--- src/rtl/bus_pkg.sv ---
// Shared types for the core/DMA RAM arbiter: FSM states, bus-owner codes, counter sizing.
// Pure declarations; no logic, no latency, no backpressure.
package bus_pkg;

   typedef logic [15:0] addr_t;
   typedef logic [7:0]  data_t;

   typedef enum logic [1:0] {
      RST  = 2'd0,
      CPU  = 2'd1,
      DMA  = 2'd2,
      COOL = 2'd3
   } state_t;

   typedef enum logic {
      OWN_CPU = 1'b0,
      OWN_DMA = 1'b1
   } owner_t;

   // Bits needed to hold any value 0..n-1 (never less than one bit).
   function automatic int cnt_width(input int n);
      return (n < 2) ? 1 : $clog2(n);
   endfunction

   function automatic int max_int(input int a, input int b);
      return (a > b) ? a : b;
   endfunction

endpackage

--- src/rtl/bus_arbiter_if.sv ---
// Core, DMA and RAM bus signals of the arbiter; slave = arbiter view, master = surroundings.
// Wires only; no latency; flow control is the dma_req/dma_gnt level pair and cpu_hold.
interface bus_arbiter_if;
   import bus_pkg::*;

   addr_t cpu_address;
   data_t cpu_out;
   logic  cpu_we;
   data_t cpu_in;
   logic  cpu_hold;
   logic  cpu_reset_n;

   logic  dma_req;
   addr_t dma_address;
   data_t dma_out;
   logic  dma_we;
   logic  dma_gnt;
   data_t dma_in;

   addr_t mem_address;
   data_t mem_out;
   logic  mem_we;
   data_t mem_in;

   modport slave (
      input  cpu_address, cpu_out, cpu_we,
      output cpu_in, cpu_hold, cpu_reset_n,
      input  dma_req, dma_address, dma_out, dma_we,
      output dma_gnt, dma_in,
      output mem_address, mem_out, mem_we,
      input  mem_in
   );

   modport master (
      output cpu_address, cpu_out, cpu_we,
      input  cpu_in, cpu_hold, cpu_reset_n,
      output dma_req, dma_address, dma_out, dma_we,
      input  dma_gnt, dma_in,
      input  mem_address, mem_out, mem_we,
      output mem_in
   );

endinterface

--- src/rtl/bus_arbiter_step_edge.sv ---
// Step rising-edge detector with a sticky pending flag cleared by consume.
// One cycle from step edge to pend; a new edge wins over a same-cycle consume.
module step_edge (
   input  logic clock,
   input  logic reset_n,
   input  logic step,
   input  logic arm,
   input  logic consume,
   output logic pend
);

   logic step_q;
   logic rise;

   assign rise = step & ~step_q & arm;

   always_ff @(posedge clock) begin
      if (!reset_n) begin
         step_q <= 1'b0;
         pend   <= 1'b0;
      end else begin
         step_q <= step;
         if (rise)
            pend <= 1'b1;
         else if (consume)
            pend <= 1'b0;
      end
   end

endmodule

--- src/rtl/bus_arbiter.sv ---
// Shares one async-read RAM between the 6502 core and a DMA master; sequences core reset and stepping.
// Zero-latency combinational mux; DMA waits one cycle for a grant, bursts capped then CPU gets a cooldown.
module bus_arbiter
   import bus_pkg::*;
#(
   parameter int RESET_CYCLES = 4,
   parameter int MAX_BURST    = 16,
   parameter int MIN_CPU      = 4
) (
   input  logic        clock,
   input  logic        reset_n,
   input  logic        run,
   input  logic        step,
   bus_arbiter_if.slave bus
);

   localparam int CW = cnt_width(max_int(RESET_CYCLES, MIN_CPU));
   localparam int BW = cnt_width(MAX_BURST + 1);

   localparam logic [CW-1:0] RST_LOAD   = CW'(RESET_CYCLES - 1);
   localparam logic [CW-1:0] COOL_LOAD  = CW'(MIN_CPU - 1);
   localparam logic [BW-1:0] BURST_LAST = BW'(MAX_BURST - 1);

   state_t        state;
   logic [CW-1:0] cnt;
   logic [BW-1:0] burst;

   owner_t owner;
   logic   cpu_owned;
   logic   step_pend;
   logic   step_fire;

   assign owner     = (state == DMA) ? OWN_DMA : OWN_CPU;
   assign cpu_owned = (state == CPU) || (state == COOL);
   assign step_fire = cpu_owned & step_pend & ~run;

   // Any CPU-owned cycle retires a pending step: it either fires (run=0) or is moot (run=1).
   step_edge u_step_edge (
      .clock   (clock),
      .reset_n (reset_n),
      .step    (step),
      .arm     (state != RST),
      .consume (cpu_owned),
      .pend    (step_pend)
   );

   always_ff @(posedge clock) begin
      if (!reset_n) begin
         state <= RST;
         cnt   <= RST_LOAD;
         burst <= '0;
      end else begin
         case (state)
            RST: begin
               cnt <= cnt - CW'(1);
               if (cnt == '0)
                  state <= CPU;
            end
            CPU: begin
               if (bus.dma_req) begin
                  state <= DMA;
                  burst <= '0;
               end
            end
            DMA: begin
               burst <= burst + BW'(1);
               if (!bus.dma_req) begin
                  state <= CPU;
               end else if (burst == BURST_LAST) begin
                  state <= COOL;
                  cnt   <= COOL_LOAD;
               end
            end
            COOL: begin
               cnt <= cnt - CW'(1);
               if (cnt == '0)
                  state <= CPU;
            end
            default: begin
               state <= RST;
               cnt   <= RST_LOAD;
            end
         endcase
      end
   end

   always_comb begin
      bus.cpu_in      = bus.mem_in;
      bus.dma_in      = bus.mem_in;
      bus.cpu_reset_n = (state != RST);
      bus.dma_gnt     = 1'b0;
      bus.cpu_hold    = run | step_fire;
      bus.mem_address = bus.cpu_address;
      bus.mem_out     = bus.cpu_out;
      bus.mem_we      = bus.cpu_we;

      if (state == RST) begin
         // Core only samples reset while it is allowed to advance.
         bus.cpu_hold = 1'b1;
         bus.mem_we   = 1'b0;
      end else if (owner == OWN_DMA) begin
         // A frozen core write is simply masked; the core re-presents it after release.
         bus.dma_gnt     = 1'b1;
         bus.cpu_hold    = 1'b0;
         bus.mem_address = bus.dma_address;
         bus.mem_out     = bus.dma_out;
         bus.mem_we      = bus.dma_we;
      end
   end

endmodule

--- src/flat_wrapper.sv ---
// flat-port wrapper written by rule: the top's interface ports become plain ports
module bus_arbiter_flat import bus_pkg::*;
#(
   parameter int RESET_CYCLES = 4,
   parameter int MAX_BURST    = 16,
   parameter int MIN_CPU      = 4
)
  (clock, reset_n, run, step, bus_cpu_address, bus_cpu_out, bus_cpu_we, bus_cpu_in, bus_cpu_hold, bus_cpu_reset_n, bus_dma_req, bus_dma_address, bus_dma_out, bus_dma_we, bus_dma_gnt, bus_dma_in, bus_mem_address, bus_mem_out, bus_mem_we, bus_mem_in);
  bus_arbiter_if bus_i ();
  input  logic clock;
  input  logic reset_n;
  input  logic run;
  input  logic step;
  input wire logic [$bits(bus_i.cpu_address)-1:0] bus_cpu_address;
  input wire logic [$bits(bus_i.cpu_out)-1:0] bus_cpu_out;
  input wire logic [$bits(bus_i.cpu_we)-1:0] bus_cpu_we;
  output wire logic [$bits(bus_i.cpu_in)-1:0] bus_cpu_in;
  output wire logic [$bits(bus_i.cpu_hold)-1:0] bus_cpu_hold;
  output wire logic [$bits(bus_i.cpu_reset_n)-1:0] bus_cpu_reset_n;
  input wire logic [$bits(bus_i.dma_req)-1:0] bus_dma_req;
  input wire logic [$bits(bus_i.dma_address)-1:0] bus_dma_address;
  input wire logic [$bits(bus_i.dma_out)-1:0] bus_dma_out;
  input wire logic [$bits(bus_i.dma_we)-1:0] bus_dma_we;
  output wire logic [$bits(bus_i.dma_gnt)-1:0] bus_dma_gnt;
  output wire logic [$bits(bus_i.dma_in)-1:0] bus_dma_in;
  output wire logic [$bits(bus_i.mem_address)-1:0] bus_mem_address;
  output wire logic [$bits(bus_i.mem_out)-1:0] bus_mem_out;
  output wire logic [$bits(bus_i.mem_we)-1:0] bus_mem_we;
  input wire logic [$bits(bus_i.mem_in)-1:0] bus_mem_in;
  assign bus_i.cpu_address = bus_cpu_address;
  assign bus_i.cpu_out = bus_cpu_out;
  assign bus_i.cpu_we = bus_cpu_we;
  assign bus_cpu_in = bus_i.cpu_in;
  assign bus_cpu_hold = bus_i.cpu_hold;
  assign bus_cpu_reset_n = bus_i.cpu_reset_n;
  assign bus_i.dma_req = bus_dma_req;
  assign bus_i.dma_address = bus_dma_address;
  assign bus_i.dma_out = bus_dma_out;
  assign bus_i.dma_we = bus_dma_we;
  assign bus_dma_gnt = bus_i.dma_gnt;
  assign bus_dma_in = bus_i.dma_in;
  assign bus_mem_address = bus_i.mem_address;
  assign bus_mem_out = bus_i.mem_out;
  assign bus_mem_we = bus_i.mem_we;
  assign bus_i.mem_in = bus_mem_in;
  bus_arbiter #(.RESET_CYCLES(RESET_CYCLES), .MAX_BURST(MAX_BURST), .MIN_CPU(MIN_CPU)) u_core (.clock(clock), .reset_n(reset_n), .run(run), .step(step), .bus(bus_i));
endmodule
--- config.mk ---
export PLATFORM = sky130hd
export DESIGN_NAME = bus_arbiter_flat
export DESIGN_NICKNAME = d
export VERILOG_FILES = /design/src/rtl/bus_pkg.sv /design/src/rtl/bus_arbiter_if.sv /design/src/rtl/bus_arbiter_step_edge.sv /design/src/rtl/bus_arbiter.sv /design/src/flat_wrapper.sv
export SDC_FILE = /design/constraint.sdc
export NUM_CORES = 1
export LEC_CHECK = 0
export CORE_ASPECT_RATIO = 0.8
export CORE_MARGIN = 5
export CORE_UTILIZATION = 32
export CTS_CLUSTER_DIAMETER = 30
export DETAILED_ROUTE_END_ITERATION = 6
export PLACE_DENSITY_LB_ADDON = 0.05
export SLEW_MARGIN = 20
export SYNTH_ARGS = -nofsm -noshare
export SYNTH_HDL_FRONTEND = slang
export SYNTH_HIERARCHICAL = 1
export SYNTH_SLANG_ARGS = --single-unit
--- constraint.sdc ---
create_clock -name clock -period 2.84 [get_ports clock]
set_input_delay 0.568 -clock clock [delete_from_list [all_inputs] [get_ports clock]]
set_output_delay 0.568 -clock clock [all_outputs]
set_load 0.05 [all_outputs]
==> summary.md, run 1 <==
| Metric | Value |
|---|---|
| Global-route wire length before repair | 5640 um |
| Slew margin rel. | 66.7% |
| End-of-flow core utilization | 54.5% |
| Die Width | 75.3 um |
| Non-filler cells, final | 230 |
| Largest net degree at the start of global routing | 25 |
| Met1 Use GR | 17.8% |
| Worst hold start | u_core/u_step_edge/pend |
| F_max | 398 MHz |
| Detail Placement HPWL | 3100 um |
| CP max stage delay | 800 ps |
| Tot GR Track Use | 15.7% |
| Critical Path Slowest Stage Cell | clkdlybuf4s50_1 |
| Syn_area_per_cell | 9.18 um^2 |
| H-tree depth | 1 |
| Synthesized area | 1090 um^2 |
| Placed cells | 226 |
| Critical-path cell list | inv_1 -> ha_1 -> inv_1 -> clkdlybuf4s50_1 |
| Grt ovf | 0 |
| TNS Setup | 0 ps |
| Max Cap Viol | 0 |
| Peak VDD IR | 351 uV |
| Switching power | 372 uW |
| Arrival @ worst endpoint | 1940 ps |
| Clk slew on worst S/H paths | 50 ps |
| Crit-path max FO | 6 |
| Routed vias/inst | 4.65 |
| Gate power share | 58.7% |
| Buffers and inverters on the worst path | 3 |
| Initial antenna violation count | 0 |
| Nets@finish | 261 |
| Reg power frac | 23.5% |
| Die Ht | 62.3 um |
| Total design power | 878 uW |
| GRT Max-Usage Layer | met2 |
| Global Route met2 Usage | 27.8% |
| Hold_ws | 470 ps |
| R2r setup slk | 1190 ps |
| Port Buffer Count | 82 |
| Tmin final | 2510 ps |
| Commonest non-fill, non-tap cell in the layout | clkdlybuf4s50_1 |
| Synth top area cells | mux2_2, dfxtp_1, buf_4, ha_1, mux2i_1 |
| RSZ-0062 raised after global routing | false |
| Clk_skew | 1.33 ps |
| Hold Buf Count CTS | 0 |
| IO Pins | 107 |
| Internal | 505 uW |
| Iter 0 DRT Violations | 40 |
| Multi-input logic area | 686 um^2 |
| CP Launch Type | flop |
| Launching point of the worst reg2reg path | u_core/state[0] |
| Routability cong. | 0.886 |
| Rows | 19 |
| Switch share | 42.4% |
| Register-to-Register Path Depth | 6 |
| Pwr per Cell Area | 481 nW/um^2 |
| P_leak | 0.771 nW |
| CP Capture Type | output pin |
| Netlist cell types | 32 |
| Setup violators final | 0 |
| # fillers | 296 |
| Leading area contributor after synthesis | mux2_2 |
| Family with the most delay on the worst path | buffers and inverters |
| Wirelength, routed | 3690 um |
| Root buffer cell | clkbuf_8 |
| CP Class | reg -> out |
| Die Area | 4690 um^2 |
| Area of the core | 3350 um^2 |
| Seq/Total Area, Yosys | 20.2% |
| Initial Utilization | 32.6% |
| Grt met3 use | 5.16% |
| Synth warnings | 6 |
| Hold depth | 2 |
| Clock power share | 17.8% |
| Post-synth top area share | 20.6% |
| Worst endpoint required time | 2270 ps |
| Cts repair resizes | 0 |
| Clock Latency Late Sink | 240 ps |
| Mapped Cells | 119 |
| Worst r2r dst | u_core/burst[2] |
| Detail Route Antenna Nets | 0 |
| Hold endpoint | u_core/u_step_edge/pend |
| Final period utilization | 88.5% |
| Number of remaining DRC errors | 0 |
| ANT cells | 0 |
| Hold Fails Final Rpt | 0 |
| Yosys reg bits | 11 |
| Post-CTS Setup Inserts | 0 |
| CTS Buf Count | 3 |
| Outcome | finished clean |
| Hold WC Path Type | reg -> reg |
| Layout area overhead | 67.2% |
| Vias in the first global route | 1056 |
| CTS tree | built |
| Synth Net Count | 191 |
| Maximum clock path buffer count | 2 |
| Max Slew Vio Count | 0 |
| Worst-Margin Slew | 498 ps |
| WL per Instance | 16.0 um |
| Layout cells sized above 1 | 29.8% |
| Most common cell on crit path | inv_1 |
| First-pass DRT Iterations | 4 |
| Clk sinks | 11 |
| Vias post-DR | 1070 |
| Most frequent cells in the layout | clkdlybuf4s50_1, buf_4, mux2_2 |
| Storage cell area | 220 um^2 |
synthesized netlist by cell type:
library cell,count
nand4b_1,1
and2_1,1
nor4_1,1
a21o_1,1
nand2_1,7
a31oi_1,1
mux2i_1,5
a21bo_2,1
and3_1,1
mux2_2,20
ha_1,9
o31ai_1,1
a21oi_1,5
inv_1,9
buf_4,18
dfxtp_1,11
nor4b_1,1
o21ai_0,2
mux2_1,4
nor2b_1,2
nor2_4,1
or4b_1,1
nor2_1,3
buf_6,1
a32oi_1,2
or2_2,1
a21boi_0,1
nand3b_1,2
o221ai_1,1
nand3_1,3
inv_4,1
nand2b_2,1
area by class of cell:
cell class / instances / share of cell area [%]
Multi-Input combinational cell: 79 / 37.5
Clock buffer: 4 / 2.47
Timing Repair Buffer: 84 / 42.9
Inverter: 10 / 2.19
Sequential cell: 11 / 12.1
Tap cell: 42 / 2.88
worst max-delay path by stage:
stage | depth (start not counted) | endpoint | start
2_1_floorplan | 7 | bus_mem_address[13] | u_core/state[0]
3_3_place_gp | 4 | bus_cpu_reset_n | u_core/state[0]
3_5_place_dp | 4 | bus_cpu_reset_n | u_core/state[0]
4_1_cts | 4 | bus_cpu_reset_n | u_core/state[0]
5_1_grt | 4 | bus_cpu_reset_n | u_core/state[0]
6_report | 4 | bus_cpu_reset_n | u_core/state[0]
power groups by stage:
stage / logic [mW] / registers (mW) / clock network [mW]
finish: 0.515 / 0.206 / 0.157
global route: 0.555 / 0.208 / 0.175
CTS: 0.517 / 0.206 / 0.163
detailed placement: 0.514 / 0.209 / 0
floorplan: 0.397 / 0.203 / 0
global placement: 0.506 / 0.205 / 0
metrics by stage:
step	area (um^2)	setup WS, ps
detailed placement	1780	576
CTS	1830	312
finish	1830	328
global placement	1780	612
global route	1830	252
floorplan	1090	633
sequential cells by signal (all words and copies together) (netlist names):
register                   count
u_core/burst                   5
u_core/u_step_edge/pend        1
u_core/state                   2
u_core/cnt                     2
u_core/u_step_edge/step_q      1
cell families (layout without fill, tap and decap cells):
family                     count (synthesis)  after routing  synth area share (%)
buffers and inverters                     29             98                  17.1
adders and majority gates                  9              9                  10.3
AOI/OAI and AO/OA                         15             15                  9.17
muxes                                     29             29                  29.3
and+or+nand+nor                           26             26                  14.0
DFF                                       11             11                  20.2
worst min-delay path: cells and delay by family (launching register included):
family,cells,cell delay (ps)
DFF,1,310
and+or+nand+nor,2,110
metal layers:
| metal | vias up | part of all wire (%) |
|---|---|---|
| li1 | 542 | - |
| met3 | 9 | 8.3 |
| met5 | - | 0 |
| met4 | 0 | 1.1 |
| met2 | 34 | 53 |
| met1 | 485 | 38 |
Power figures use the tool's default switching activity.
==> run 2: changes to the inputs <==
--- a/config.mk
+++ b/config.mk
@@ -6,8 +6,7 @@
 export NUM_CORES = 1
 export LEC_CHECK = 0
 export CORE_ASPECT_RATIO = 0.8
-export CORE_MARGIN = 5
-export CORE_UTILIZATION = 32
+export CORE_UTILIZATION = 30
 export CTS_CLUSTER_DIAMETER = 30
 export DETAILED_ROUTE_END_ITERATION = 6
 export PLACE_DENSITY_LB_ADDON = 0.05
==> run 2 against run 1 <==
  * Global-route usage grew 1.2 points
  * Utilization shrank 1.5 points
  * Final area is essentially flat
  * Power shrank 0.31%
  * Count of clock-buffer cells in the layout shrank 1
  * Sequential cell count is the same
  * Cell count is the same
  * Critical path type unchanged
  * Clock skew grew 3.5 ps
  * Worst setup slack lost 43 ps
==> summary.md, run 2 (synthesized netlist as in run 1, its figures left out) <==
| Metric | Value |
|---|---|
| Routability cong. | 0.765 |
| Most common cell on crit path | inv_1 |
| H-tree depth | 1 |
| Tot GR Track Use | 16.9% |
| Arrival @ worst endpoint | 1990 ps |
| Critical-path cell list | inv_1 -> ha_1 -> inv_1 -> clkdlybuf4s50_1 |
| ANT cells | 0 |
| Grt ovf | 0 |
| Clock Latency Late Sink | 240 ps |
| Rows | 19 |
| Commonest non-fill, non-tap cell in the layout | clkdlybuf4s50_1 |
| Maximum clock path buffer count | 2 |
| Hold Buf Count CTS | 0 |
| Critical Path Slowest Stage Cell | clkdlybuf4s50_1 |
| First-pass DRT Iterations | 5 |
| Setup violators final | 0 |
| Nets@finish | 261 |
| Regs by FF count | u_core/burst: 5 flops, u_core/cnt: 2 flops, u_core/state: 2 flops |
| Detail Placement HPWL | 2700 um |
| Top reg by flops | u_core/burst |
| Max Cap Viol | 0 |
| Non-filler cells, final | 230 |
| Largest net degree at the start of global routing | 25 |
| Number of remaining DRC errors | 0 |
| Die Width | 69.5 um |
| Vias in the first global route | 1054 |
| CP max stage delay | 810 ps |
| Slew margin rel. | 66.5% |
| Iter 0 DRT Violations | 9 |
| CTS Buf Count | 3 |
| Layout cells sized above 1 | 30.3% |
| Clk slew on worst S/H paths | 50 ps |
| Root buffer cell | clkbuf_8 |
| Detail Route Antenna Nets | 0 |
| Outcome | finished clean |
| Global-route wire length before repair | 5250 um |
| Hold Fails Final Rpt | 0 |
| Layout area overhead | 67.4% |
| WL per Instance | 14.4 um |
| Area of the core | 3450 um^2 |
| CP Capture Type | output pin |
| Hold_ws | 482 ps |
| Tmin final | 2550 ps |
| Wirelength, routed | 3310 um |
| Max reg flops | 5 |
| Hold WC Path Type | reg -> reg |
| Vias post-DR | 1088 |
| Buffers and inverters on the worst path | 3 |
| Initial antenna violation count | 0 |
| Final period utilization | 90.0% |
| CP Class | reg -> out |
| Placed cells | 226 |
| Total design power | 875 uW |
| Family with the most delay on the worst path | buffers and inverters |
| IO Pins | 107 |
| Cts repair resizes | 0 |
| Clk sinks | 11 |
| Worst-Margin Slew | 501 ps |
| CTS tree | built |
| Worst endpoint required time | 2270 ps |
| Die Ht | 56.0 um |
| Routed vias/inst | 4.73 |
| Post-CTS Setup Inserts | 0 |
| RSZ-0062 raised after global routing | false |
| Most frequent cells in the layout | clkdlybuf4s50_1, buf_4, mux2_2 |
| CP Launch Type | flop |
| P_leak | 0.774 nW |
| Port Buffer Count | 82 |
| Initial Utilization | 31.7% |
| Clk_skew | 4.84 ps |
| TNS Setup | 0 ps |
| Peak VDD IR | 337 uV |
| F_max | 391 MHz |
| Die Area | 3890 um^2 |
| Crit-path max FO | 6 |
| Max Slew Vio Count | 0 |
| Pwr per Cell Area | 479 nW/um^2 |
run 2: final timing paths:
| path | startpoint | end | slack [ps] | cells after the start |
|---|---|---|---|---|
| setup reg to reg | u_core/state[0] | u_core/burst[0] | 1160 | 6 |
| hold reg to reg | u_core/u_step_edge/pend | u_core/u_step_edge/pend | 480 | 2 |
| hold / removal | u_core/u_step_edge/pend | u_core/u_step_edge/pend | 480 | 2 |
| setup / recovery | u_core/state[0] | bus_cpu_reset_n | 290 | 4 |
run 2: layout make-up:
class                   count  area [um^2]
flip-flops and latches     11          220
inverters                  10         40.0
clock buffers               3         41.3
fillers                   330         1620
multi-input cells          79          686
clock inverters             1         5.00
repair buffers             84          783
well taps                  42         52.6
run 2: layer usage:
layer  vias to the layer above  global-route usage [%]  routed length [um]
met5                         -                       0                   0
met3                        16                    4.53                 186
met2                        36                    29.1                1640
met1                       496                    20.8                1430
met4                         0                    4.37                  48
li1                        540                       -                   -
run 2: tightest hold or removal path: cells and delay by family, from the launching register on:
family	cells	cell delay [ps]
flip-flops	1	310
AND/OR/NAND/NOR	2	130
run 2: stage by stage:
| step | util, % | instance area [um^2] | setup slack, ps |
|---|---|---|---|
| 3_3_place_gp | 51.7 | 1780 | 608 |
| 6_report | 53.0 | 1830 | 285 |
| 3_5_place_dp | 51.7 | 1780 | 522 |
| 4_1_cts | 53.0 | 1830 | 261 |
| 2_1_floorplan | - | 1090 | 633 |
| 5_1_grt | 53.0 | 1830 | 207 |
run 2: power breakdown:
| part | total, mW | switching (mW) | internal (mW) | leakage (nW) |
|---|---|---|---|---|
| Combinational | 0.513 | 0.289 | 0.224 | 0.659 |
| Sequential | 0.206 | 0.0237 | 0.182 | 0.0896 |
| Clock | 0.157 | 0.0605 | 0.0965 | 0.0255 |
==> run 3: changes to the inputs <==
--- a/config.mk
+++ b/config.mk
@@ -7,10 +7,10 @@
 export LEC_CHECK = 0
 export CORE_ASPECT_RATIO = 0.8
 export CORE_UTILIZATION = 30
-export CTS_CLUSTER_DIAMETER = 30
+export CTS_CLUSTER_DIAMETER = 80
 export DETAILED_ROUTE_END_ITERATION = 6
+export GPL_TIMING_DRIVEN = 0
 export PLACE_DENSITY_LB_ADDON = 0.05
-export SLEW_MARGIN = 20
 export SYNTH_ARGS = -nofsm -noshare
 export SYNTH_HDL_FRONTEND = slang
 export SYNTH_HIERARCHICAL = 1
==> run 3 against run 2 <==
  * Clock skew about the same
  * Cell count increased by 14%
  * Largest cell class unchanged
  * Register-to-register slack improved by 20 ps
  * Highest routed layer unchanged
  * Count of clock-buffer cells in the layout increased by 1
  * Wire length increased by 16%
  * Critical endpoint is now bus_mem_address[2]
  * Maximum frequency decreased by 4.3%
  * Critical path type unchanged
  * Die area unchanged
==> summary.md, run 3 (synthesized netlist as in run 1, its figures left out) <==
| Metric | Value |
|---|---|
| Outcome | finished clean |
| Initial Utilization | 31.7% |
| Hold Fails Final Rpt | 0 |
| Hold endpoint | u_core/burst[4] |
| Clk_skew | 5.27 ps |
| Internal | 528 uW |
| Most frequent cells in the layout | clkdlybuf4s50_1, mux2_2, buf_2 |
| Final period utilization | 94.0% |
| Nets@finish | 294 |
| Critical-path cell list | inv_1 -> ha_1 -> buf_6 -> inv_4 -> nor2_4 -> buf_4 -> mux2_2 -> clkbuf_2 |
| Global-route wire length before repair | 5870 um |
| Max Cap Viol | 0 |
| Regs by FF count | u_core/burst: 5 flops, u_core/cnt: 2 flops, u_core/state: 2 flops |
| Iter 0 DRT Violations | 51 |
| Max Slew Vio Count | 0 |
| Arrival @ worst endpoint | 2100 ps |
| Maximum clock path buffer count | 2 |
| Cts repair resizes | 63 |
| Worst r2r dst | u_core/burst[3] |
| Max reg flops | 5 |
| Initial antenna violation count | 0 |
| CTS Buf Count | 3 |
| Vias in the first global route | 1182 |
| Area of the core | 3450 um^2 |
| Gate power share | 62.0% |
| CP Launch Type | flop |
| Setup violators final | 0 |
| Hold Buf Count CTS | 0 |
| Fin area | 2070 um^2 |
| Rows | 19 |
| ANT cells | 0 |
| Clk sinks | 11 |
| Routed vias/inst | 4.69 |
| WL per Instance | 14.6 um |
| Clk slew on worst S/H paths | 50 ps |
| Top reg by flops | u_core/burst |
| H-tree depth | 1 |
| Pre-CTS setup slack | -57.5 ps |
| Slew margin rel. | 65.1% |
| Post-CTS Setup Inserts | 0 |
| Crit-path max FO | 10 |
| Peak VDD IR | 392 uV |
| Tmin final | 2670 ps |
| F_max | 375 MHz |
| Number of remaining DRC errors | 0 |
| DP Area | 2130 um^2 |
| Final worst slack | 170 ps |
| Detail Placement HPWL | 3020 um |
| CTS tree | built |
| Hold WC Path Type | reg -> reg |
| Largest net degree at the start of global routing | 11 |
| Total design power | 958 uW |
| Clock Latency Late Sink | 240 ps |
| Wirelength, routed | 3830 um |
| Vias post-DR | 1233 |
| First-pass DRT Iterations | 4 |
| P_leak | 0.913 nW |
| Port Buffer Count | 98 |
| Switching power | 430 uW |
| Clock power share | 16.2% |
| Layout cells sized above 1 | 30.3% |
| Switch share | 44.9% |
| Launching point of the worst reg2reg path | u_core/state[0] |
| Die Width | 69.5 um |
| Detail Route Antenna Nets | 0 |
| Die Ht | 56.0 um |
| Worst hold start | u_core/burst[4] |
| Root buffer cell | clkbuf_8 |
| Layout area overhead | 89.2% |
| Worst-Margin Slew | 523 ps |
| Hold depth | 2 |
| Die Area | 3890 um^2 |
| R2r setup slk | 1180 ps |
| Register-to-Register Path Depth | 6 |
| Reg power frac | 21.9% |
| Routability cong. | 0.748 |
| Pwr per Cell Area | 463 nW/um^2 |
| CP max stage delay | 370 ps |
| CP Class | reg -> out |
| IO Pins | 107 |
| Tot GR Track Use | 19.4% |
| Commonest non-fill, non-tap cell in the layout | clkdlybuf4s50_1 |
| CP Capture Type | output pin |
| RSZ-0062 raised after global routing | false |
| Worst endpoint required time | 2270 ps |
| Grt ovf | 0 |
| Critical Path Slowest Stage Cell | dfxtp_1 |
## run 3: changes by cell type in the layout (fill, tap and decap cells not counted), sizes merged
| cell | change |
|---|---|
| buf | +10 |
| clkbuf | +2 |
| clkdlybuf4s50 | +16 |
| clkinv | -1 |
| dlygate4sd2 | +5 |
| dlymetal6s2s | +1 |
## run 3: cell type report
cell class	count	area, um^2
clock buffers	4	45.0
repair buffers	98	877
inverters	10	40.0
flip-flops and latches	11	220
well taps	42	52.6
multi-input cells	79	686
fillers	328	1380
plain buffers	19	146
## run 3: through the flow
step                      utilization (%)  hold WS, ps  setup TNS [ps]  instances
after floorplan                         -          449               0        119
after global routing                 60.0          514               0        263
after detailed placement             61.7          486            -759        259
final                                60.0          486               0        263
after global placement               61.7          467            -281        259
after CTS                            63.4          497           -40.8        263
## run 3: worst max-delay path by stage
| stage | cells after the start | start | endpoint | slack (ps) |
|---|---|---|---|---|
| floorplan | 7 | u_core/state[0] | bus_mem_address[13] | 630 |
| global placement | 8 | u_core/state[0] | bus_mem_address[2] | -40 |
| detailed placement | 8 | u_core/state[0] | bus_mem_address[2] | -60 |
| CTS | 8 | u_core/state[0] | bus_mem_address[2] | -40 |
| global route | 8 | u_core/state[0] | bus_mem_address[2] | 30 |
| finish | 8 | u_core/state[0] | bus_mem_address[2] | 170 |
## run 3: worst max-delay path, delay by kind of cell (launching register included)
kind,cells,cell delay (ps)
simple gates,1,180
flops,1,370
mux,1,340
buf+inv,5,790
fa+ha+maj,1,170
## run 3: power by group through the flow
| stage | Combinational [mW] | Clock, mW | Sequential (mW) |
|---|---|---|---|
| 2_1_floorplan | 0.397 | 0 | 0.203 |
| 3_3_place_gp | 0.596 | 0 | 0.206 |
| 3_5_place_dp | 0.613 | 0 | 0.209 |
| 4_1_cts | 0.605 | 0.161 | 0.207 |
| 5_1_grt | 0.626 | 0.171 | 0.212 |
| 6_report | 0.594 | 0.155 | 0.210 |
## run 3: layer usage
metal | vias up | track usage (%) | wire length, um
met5 | - | 0 | 0
met2 | 66 | 38.3 | 1970
met1 | 556 | 20.2 | 1510
li1 | 607 | - | -
met4 | 0 | 4.66 | 24
met3 | 4 | 5.25 | 322
